`src/rtl/nibble_frame_collector.sv`:
```
// Packs a valid/ready stream of DATA_W-bit samples into NUM_LANES-lane frames.
// A fill buffer collects the next frame while the output buffer stays stable for the consumer.
module nibble_frame_collector #(
    parameter int unsigned NUM_LANES = 16,
    parameter int unsigned DATA_W    = 4,
    parameter int unsigned FCNT_W    = 8
) (
    input  logic                          clk_i,
    input  logic                          rst_ni,
    input  logic [DATA_W-1:0]             s_data_i,
    input  logic                          s_valid_i,
    output logic                          s_ready_o,
    input  logic                          clear_i,
    output logic [NUM_LANES*DATA_W-1:0]   frame_o,
    output logic                          frame_valid_o,
    input  logic                          frame_ready_i,
    output logic [$clog2(NUM_LANES):0]    count_o,
    output logic [FCNT_W-1:0]             frames_o
);

    localparam int unsigned CNT_W   = $clog2(NUM_LANES) + 1;
    localparam int unsigned FRAME_W = NUM_LANES * DATA_W;

    typedef enum logic [1:0] {
        ST_INIT    = 2'd0,
        ST_COLLECT = 2'd1,
        ST_PENDING = 2'd2
    } state_e;

    state_e             state_q, state_d;
    logic [CNT_W-1:0]   count_q, count_d;
    logic [FRAME_W-1:0] fill_q, fill_d, fill_wr;
    logic [FRAME_W-1:0] frame_q, frame_d;
    logic               fvalid_q, fvalid_d;
    logic               ready_q, ready_d;
    logic [FCNT_W-1:0]  frames_q, frames_d;
    logic               accept, deliver;

    // State and datapath registers
    always_ff @(posedge clk_i or negedge rst_ni) begin
        if (!rst_ni) begin
            state_q  <= ST_INIT;
            count_q  <= '0;
            fill_q   <= '0;
            frame_q  <= '0;
            fvalid_q <= 1'b0;
            ready_q  <= 1'b0;
            frames_q <= '0;
        end else begin
            state_q  <= state_d;
            count_q  <= count_d;
            fill_q   <= fill_d;
            frame_q  <= frame_d;
            fvalid_q <= fvalid_d;
            ready_q  <= ready_d;
            frames_q <= frames_d;
        end
    end

    // Next-state and datapath update
    always_comb begin
        state_d  = state_q;
        count_d  = count_q;
        fill_d   = fill_q;
        frame_d  = frame_q;
        fvalid_d = fvalid_q;
        frames_d = frames_q;
        fill_wr  = fill_q;
        accept   = s_valid_i & ready_q;
        deliver  = fvalid_q & frame_ready_i;

        for (int unsigned k = 0; k < NUM_LANES; k++) begin
            if (count_q == CNT_W'(k)) begin
                fill_wr[k*DATA_W +: DATA_W] = s_data_i;
            end
        end

        // A delivery empties the output buffer unless a new frame is loaded below
        if (deliver) begin
            frames_d = frames_q + FCNT_W'(1);
            fvalid_d = 1'b0;
        end

        case (state_q)
            ST_INIT: begin
                state_d = ST_COLLECT;
                count_d = '0;
            end
            ST_COLLECT: begin
                if (clear_i) begin
                    count_d = '0;
                end else if (accept) begin
                    fill_d = fill_wr;
                    if (count_q == CNT_W'(NUM_LANES - 1)) begin
                        if (!fvalid_q || deliver) begin
                            frame_d  = fill_wr;
                            fvalid_d = 1'b1;
                            count_d  = '0;
                        end else begin
                            count_d = CNT_W'(NUM_LANES);
                            state_d = ST_PENDING;
                        end
                    end else begin
                        count_d = count_q + CNT_W'(1);
                    end
                end
            end
            ST_PENDING: begin
                if (clear_i) begin
                    count_d = '0;
                    state_d = ST_COLLECT;
                end else if (deliver) begin
                    frame_d  = fill_q;
                    fvalid_d = 1'b1;
                    count_d  = '0;
                    state_d  = ST_COLLECT;
                end
            end
            default: begin
                state_d = ST_INIT;
                count_d = '0;
            end
        endcase

        ready_d = (state_d == ST_COLLECT);
    end

    assign s_ready_o     = ready_q;
    assign frame_o       = frame_q;
    assign frame_valid_o = fvalid_q;
    assign count_o       = count_q;
    assign frames_o      = frames_q;

endmodule

```
`config.mk`:
```
export PLATFORM = sky130hd
export DESIGN_NAME = nibble_frame_collector
export DESIGN_NICKNAME = d
export VERILOG_FILES = /design/src/rtl/nibble_frame_collector.sv
export SDC_FILE = /design/constraint.sdc
export NUM_CORES = 1
export LEC_CHECK = 0
export BUFFER_PORTS_ARGS = -buffer_cell sky130_fd_sc_hd__buf_2
export CORE_MARGIN = 1
export CORE_UTILIZATION = 58
export DETAILED_ROUTE_END_ITERATION = 7
export GPL_TIMING_DRIVEN = 1
export HOLD_SLACK_MARGIN = 0.03
export PLACE_DENSITY_LB_ADDON = 0.15
export SETUP_SLACK_MARGIN = 0.1
export SYNTH_ARGS = -nofsm -noshare
export SYNTH_HDL_FRONTEND = slang
export SYNTH_SLANG_ARGS = --single-unit
```
`constraint.sdc`:
```
create_clock -name clk_i -period 3.1 [get_ports clk_i]
set_input_delay 0.31 -clock clk_i [delete_from_list [all_inputs] [get_ports clk_i]]
set_output_delay 0.31 -clock clk_i [all_outputs]
set_load 0.02 [all_outputs]
```
==> flow_summary.yaml, run 1 <==
worst_setup_path:
  path_max_fanout: 11
  crit_path_max_incr_delay_ns: 0.60
  path_class: "register to register"
  critical_path_arrival_ns: 2.85
  cp_delay_by_family_top: "simple AND/OR/NAND/NOR gates"
  startpoint_kind_of_the_worst_setup_timing_path: "register"
  r2r_setup_slack_ns: 0.56
  worst_path_max_delay_cell: "nor3_1"
  required_ns: 3.40
  timing.critical_path.buf_inv: 1
  worstSetupEndpointType: "register"
  cp_cell_sequence: "inv_1 > ha_1 > nand3b_1 > nor3_1 > nand2_1 > mux2_2"
drt:
  wl_um: 13900
  post_drt_wl_per_cell_um: 17.7
  route.antenna.remaining_nets: 0
  number_of_vias_per_cell: 5.94
  drc: 0
  vias: 4671
  initialDrtViolationCount: 320
  drtPass1Iterations: 4
sta:
  worstMarginPinSlew_ns: 1.11
  fin_worst_skew_ns: 0.00464
  report.final.hold_viol_count: 0
  finalHoldWorstSlack_ns: 0.0338
  setup-violations-final: 0
  totalNegativeSetupSlack_ns: 0
  grt_setup_unrepaired: "false"
  setup_ws_ns: 0.557
  timing.final.max_slew_violations: 0
  fin_crit_sh_pct: 82.0
  finalCriticalPeriod_ns: 2.54
  slew-limit-headroom_pct: 26.0
  max_freq_mhz: 393
clocking:
  tritoncts.num_buffers: 17
  cts_root_buffer: "clkbuf_16"
  cts_num_sinks: 145
  path_clk_slew_ns: 0.06
  post_cts.repair.setup_buffers: 0
  worst_skew_pair.late_latency_ns: 0.42
  buffer_levels_on_the_longest_clock_path: 2
  ctsResizeCount: 0
  cts_hold_repair.buffers: 0
  htree_levels: 4
  cts_tree: "built"
cells_and_area:
  fin_cells: 787
  most-common-layout-cells: "dfrtp_1 (145), buf_2 (86), mux2_2 (82), a21oi_1 (55), a31oi_1 (54)"
  final_common_cell: "dfrtp_1"
  stdcell_area_um2: 7900
  final_net_count: 649
  number_of_antenna_diodes: 0
  layout.core_utilization_pct: 69.2
  area_growth_pct: 16.4
  fraction_of_layout_cells_with_a_size_suffix_above_1_pct: 33.9
pwr:
  power.ir.vdd_worst_v: 0.000354
  leakage_nw: 4.25
  post-layout-total-power_mw: 4.53
  p_per_area_nw_per_um2: 573
synth:
  synth_area_um2: 6790
  synthArstFlopShare_pct: 100
  mappedNetlistNets: 578
  synth_warnings: 0
  synth_enable_flop_cells: 0
  synth-seq-area-share_pct: 53.5
  yosys_most_used_dff: "dfrtp_1"
  synth.lib_cells_used.distinct: 49
  netlist_instances: 560
  avgSynthCellArea_um2: 12.1
  postSynthRegisterBits: 145
  synth_top_area_share_pct: 53.5
  ys_top_cells_by_area: "dfrtp_1 (53%), mux2_2 (14%), mux2i_1 (7.7%), a31oi_1 (5.0%), a21oi_1 (4.1%)"
  synth.largest_area_cell: "dfrtp_1"
die:
  die_span_x_um: 110
  die_height_um: 110
  initial_utilization_pct: 59.4
  num_io_pins: 88
  placeableCoreArea_um2: 11400
  placement_rows: 39
  dieArea_um2: 12100
min_path:
  min_path_type: "input pin to asynchronous set/reset pin"
placement:
  post-place-ws_ns: 0.582
  placement.io_buffers: 87
  dp_hpwl_um: 8890
  placed_area_um2: 7300
  place.gp.congestion: 0.837
  dpl.cell_count: 755
run:
  timing.max_cap.violations: 0
global_route:
  first_global_vias: 4368
  grt_start_max_net_pins: 122
  grt_antenna_before_repair: 0
  groute.usage.overall_pct: 25.0
  first_pass_grt_wire_length_um: 22600
  global_route.overflow_total: 0
status:
  outcome: "finished clean"
[final cells by class]
class                           instances  area, µm²
Clock inverter                          4       70.1
Tap cell                              143        179
Fill cell                             839       3520
Clock buffer                           28        527
Timing Repair Buffer                   93        512
Inverter                                7       26.3
Multi-Input combinational cell        367       2960
Sequential cell                       145       3630
[sequential cells by signal, indices dropped and copies added, names as in the netlist]
register	cells
fill_q	64
frame_o	64
frames_o	8
count_o	5
state_q	2
frame_valid_o	1
s_ready_o	1
[final timing paths]
check / startpoint / to / cells past startpoint
worst min register to register: frames_o[7] / frames_o[7] / 1
worst max register to register: state_q[1] / fill_q[42] / 6
worst min-delay path: rst_ni / frames_o[7] / 1
max in group asynchronous: rst_ni / frame_o[26] / 2
worst max-delay path: state_q[1] / fill_q[42] / 6
min in group clk_i: frame_ready_i / frame_valid_o / 4
[cells in the mapped netlist, types with 2 or more instances]
library cell  number
dfrtp_1          145
mux2_2            82
a21oi_1           55
a31oi_1           54
mux2i_1           52
nand2_1           35
clkbuf_1          23
buf_2             13
nand3_1           11
ha_1               9
nor2_1             8
inv_1              7
mux2_1             6
o21ai_0            6
xnor2_1            5
buf_4              4
nor2b_1            4
nor3_1             3
a21bo_2            2
and2_0             2
and2_1             2
nand2b_1           2
nand3b_1           2
nand4_1            2
xor2_1             2
[kinds of logic after synthesis]
kind of cell | count (synthesis) | share of synthesized area, %
buffers and inverters | 48 | 3.12
xor gates and xnor gates | 7 | 0.904
and+or+nand+nor | 87 | 7.78
DFF | 145 | 53.5
muxes | 140 | 22.3
AOI/OAI and AO/OA | 124 | 10.8
adders and majority gates | 9 | 1.66
[metal layers]
metal / GRT usage, % / up-vias / wire length, µm
met2: 40.0 / 121 / 6860
met5: 0 / - / 0
met4: 9.30 / 0 / 255
met1: 33.3 / 2324 / 6230
li1: - / 2202 / -
met3: 5.88 / 24 / 568
[power breakdown]
group          internal [mW]  total, mW  switching [mW]
sequential              2.02       2.09          0.0758
clock                   1.31       2.03           0.716
combinational          0.187      0.406           0.219
Note: power is estimated with default switching activity, not from simulation.
==> run 2, diff against run 1 <==
==> constraint.sdc (replaced) <==
create_clock -name clk_i -period 2.62 [get_ports clk_i]
set_input_delay 0.262 -clock clk_i [delete_from_list [all_inputs] [get_ports clk_i]]
set_output_delay 0.262 -clock clk_i [all_outputs]
set_load 0.02 [all_outputs]
==> run 2 against run 1 <==
  * Via count up 1.6%
  * Sequential cell count unchanged
  * Power rose by 19%
  * Sequential power rose by 18%
  * Critical path depth up 1
  * Setup slack worse by 0.29 ns
  * Cell count grew 0.76%
  * Routed wire length up 4.8%
  * Combinational power increased by 24%
  * Largest cell class unchanged
==> flow_summary.yaml, run 2 (synthesis results as in run 1) <==
status:
  outcome: "finished clean"
cells_and_area:
  multi_input_area_um2: 2960
  fillCellCount: 843
  final_net_count: 658
  fraction_of_layout_cells_with_a_size_suffix_above_1_pct: 34.5
  stdcell_area_um2: 7960
  area_growth_pct: 17.3
  layout.area.seq_um2: 3630
  final_common_cell: "dfrtp_1"
  most-common-layout-cells: "dfrtp_1 (145), buf_2 (86), mux2_2 (82), a21oi_1 (55), a31oi_1 (54)"
  number_of_antenna_diodes: 0
clocking:
  cts_root_buffer: "clkbuf_16"
  buffer_levels_on_the_longest_clock_path: 2
  tritoncts.num_buffers: 17
  path_clk_slew_ns: 0.05
  cts_num_sinks: 145
  htree_levels: 4
  post_cts.repair.setup_buffers: 0
  worst_skew_pair.late_latency_ns: 0.42
  cts_tree: "built"
die:
  initial_utilization_pct: 59.4
  die_span_x_um: 110
  placeableCoreArea_um2: 11400
  dieArea_um2: 12100
  num_io_pins: 88
  placement_rows: 39
  die_height_um: 110
sta:
  slew-limit-headroom_pct: 54.8
  setup-violations-final: 0
  totalNegativeSetupSlack_ns: 0
  finalCriticalPeriod_ns: 2.35
  fin_worst_skew_ns: 0.00754
  fin_crit_sh_pct: 89.7
  max_freq_mhz: 426
  grt_setup_unrepaired: "false"
  report.final.hold_viol_count: 0
  worstMarginPinSlew_ns: 0.678
  timing.final.max_slew_violations: 0
worst_setup_path:
  most_numerous_cell_on_the_critical_path: "mux2_2"
  path_max_fanout: 10
  cp_cell_sequence: "inv_1 > ha_1 > buf_4 > nor4_4 > nand2_1 > mux2_2 > mux2_2"
  worst_path_max_delay_cell: "dfrtp_1"
  startpoint_kind_of_the_worst_setup_timing_path: "register"
  critical_path_arrival_ns: 2.64
  worstSetupEndpointType: "register"
  worst_r2r_path_depth: 7
  required_ns: 2.91
  path_class: "register to register"
  crit_path_max_incr_delay_ns: 0.44
global_route:
  groute.usage.overall_pct: 26.2
  global_route.overflow_total: 0
  grt_start_max_net_pins: 74
  first_pass_grt_wire_length_um: 23400
  grt_antenna_before_repair: 0
  first_global_vias: 4547
placement:
  placed_area_um2: 7370
  placement.io_buffers: 87
  dp_hpwl_um: 9530
  place.gp.congestion: 0.898
min_path:
  min_path_type: "input pin to register"
  hold_path_depth: 4
drt:
  number_of_vias_per_cell: 5.99
  drc: 0
  post_drt_wl_per_cell_um: 18.4
  wl_um: 14600
  initialDrtViolationCount: 382
  route.antenna.remaining_nets: 0
  drtPass1Iterations: 5
  vias: 4747
run:
  timing.max_cap.violations: 0
pwr:
  power.ir.vdd_worst_v: 0.000413
  p_per_area_nw_per_um2: 675
  leakage_nw: 4.29
run 2: changes by cell type in the layout (fill, tap and decap cells not counted), sizes merged:
cell	delta
buf	+8
bufinv	+1
clkbuf	-5
clkinvlp	+1
dlygate4sd3	+1
run 2: final cells by class:
| class | count | share of cell area, % |
|---|---|---|
| flip-flops and latches | 145 | 45.6 |
| multi-input cells | 367 | 37.1 |
| repair buffers | 102 | 7.47 |
| clock buffers | 23 | 5.88 |
| well taps | 143 | 2.25 |
| clock inverters | 6 | 1.35 |
| inverters | 7 | 0.330 |
run 2: per-layer routing:
layer  GRT usage, %  up-vias  share of wire [%]
met5              0        -                  0
met4           10.7        0                1.9
met3           4.76       26                4.8
met2           42.9      151                 49
met1           34.7     2352                 45
li1               -     2218                  -
run 2: stage by stage:
step	total power, mW	util [%]	hold slack, ns	instances	setup slack, ns
6_report	5.37	69.7	0.295	793	0.270
5_1_grt	5.57	69.7	0.332	793	0.136
4_1_cts	5.41	69.7	0.278	793	0.272
3_5_place_dp	3.01	64.6	0.334	763	0.320
3_3_place_gp	2.97	64.6	0.319	763	0.431
2_1_floorplan	2.82	-	-0.0336	560	0.400
run 2: timing repair:
item / in CTS / in global routing
hold buffers: 1 / 0
endpoints found under the hold margin: 71 / 0
gates resized for setup: 0 / 0
run 2: final timing paths:
| check | from | endpoint | slack, ns |
|---|---|---|---|
| worst max register to register | state_q[0] | frame_o[13] | 0.27 |
| worst min-delay path | frame_ready_i | frame_valid_o | 0.30 |
| min in group asynchronous | rst_ni | frames_o[4] | 0.45 |
| max in group asynchronous | rst_ni | frame_o[14] | 1.42 |
| worst max-delay path | state_q[0] | frame_o[13] | 0.27 |
| worst min register to register | frames_o[7] | frames_o[7] | 0.46 |
run 2: worst max-delay path: cells and delay by family (launching register included):
kind	cells	cell delay, ns
fa+ha+maj	1	0.34
buf+inv	2	0.33
flops	1	0.44
mux	2	0.60
simple gates	2	0.52
run 2: power breakdown:
group	internal, mW	leakage (nW)	switching (mW)
sequential	2.39	1.98	0.0840
combinational	0.226	2.02	0.278
clock	1.53	0.279	0.865
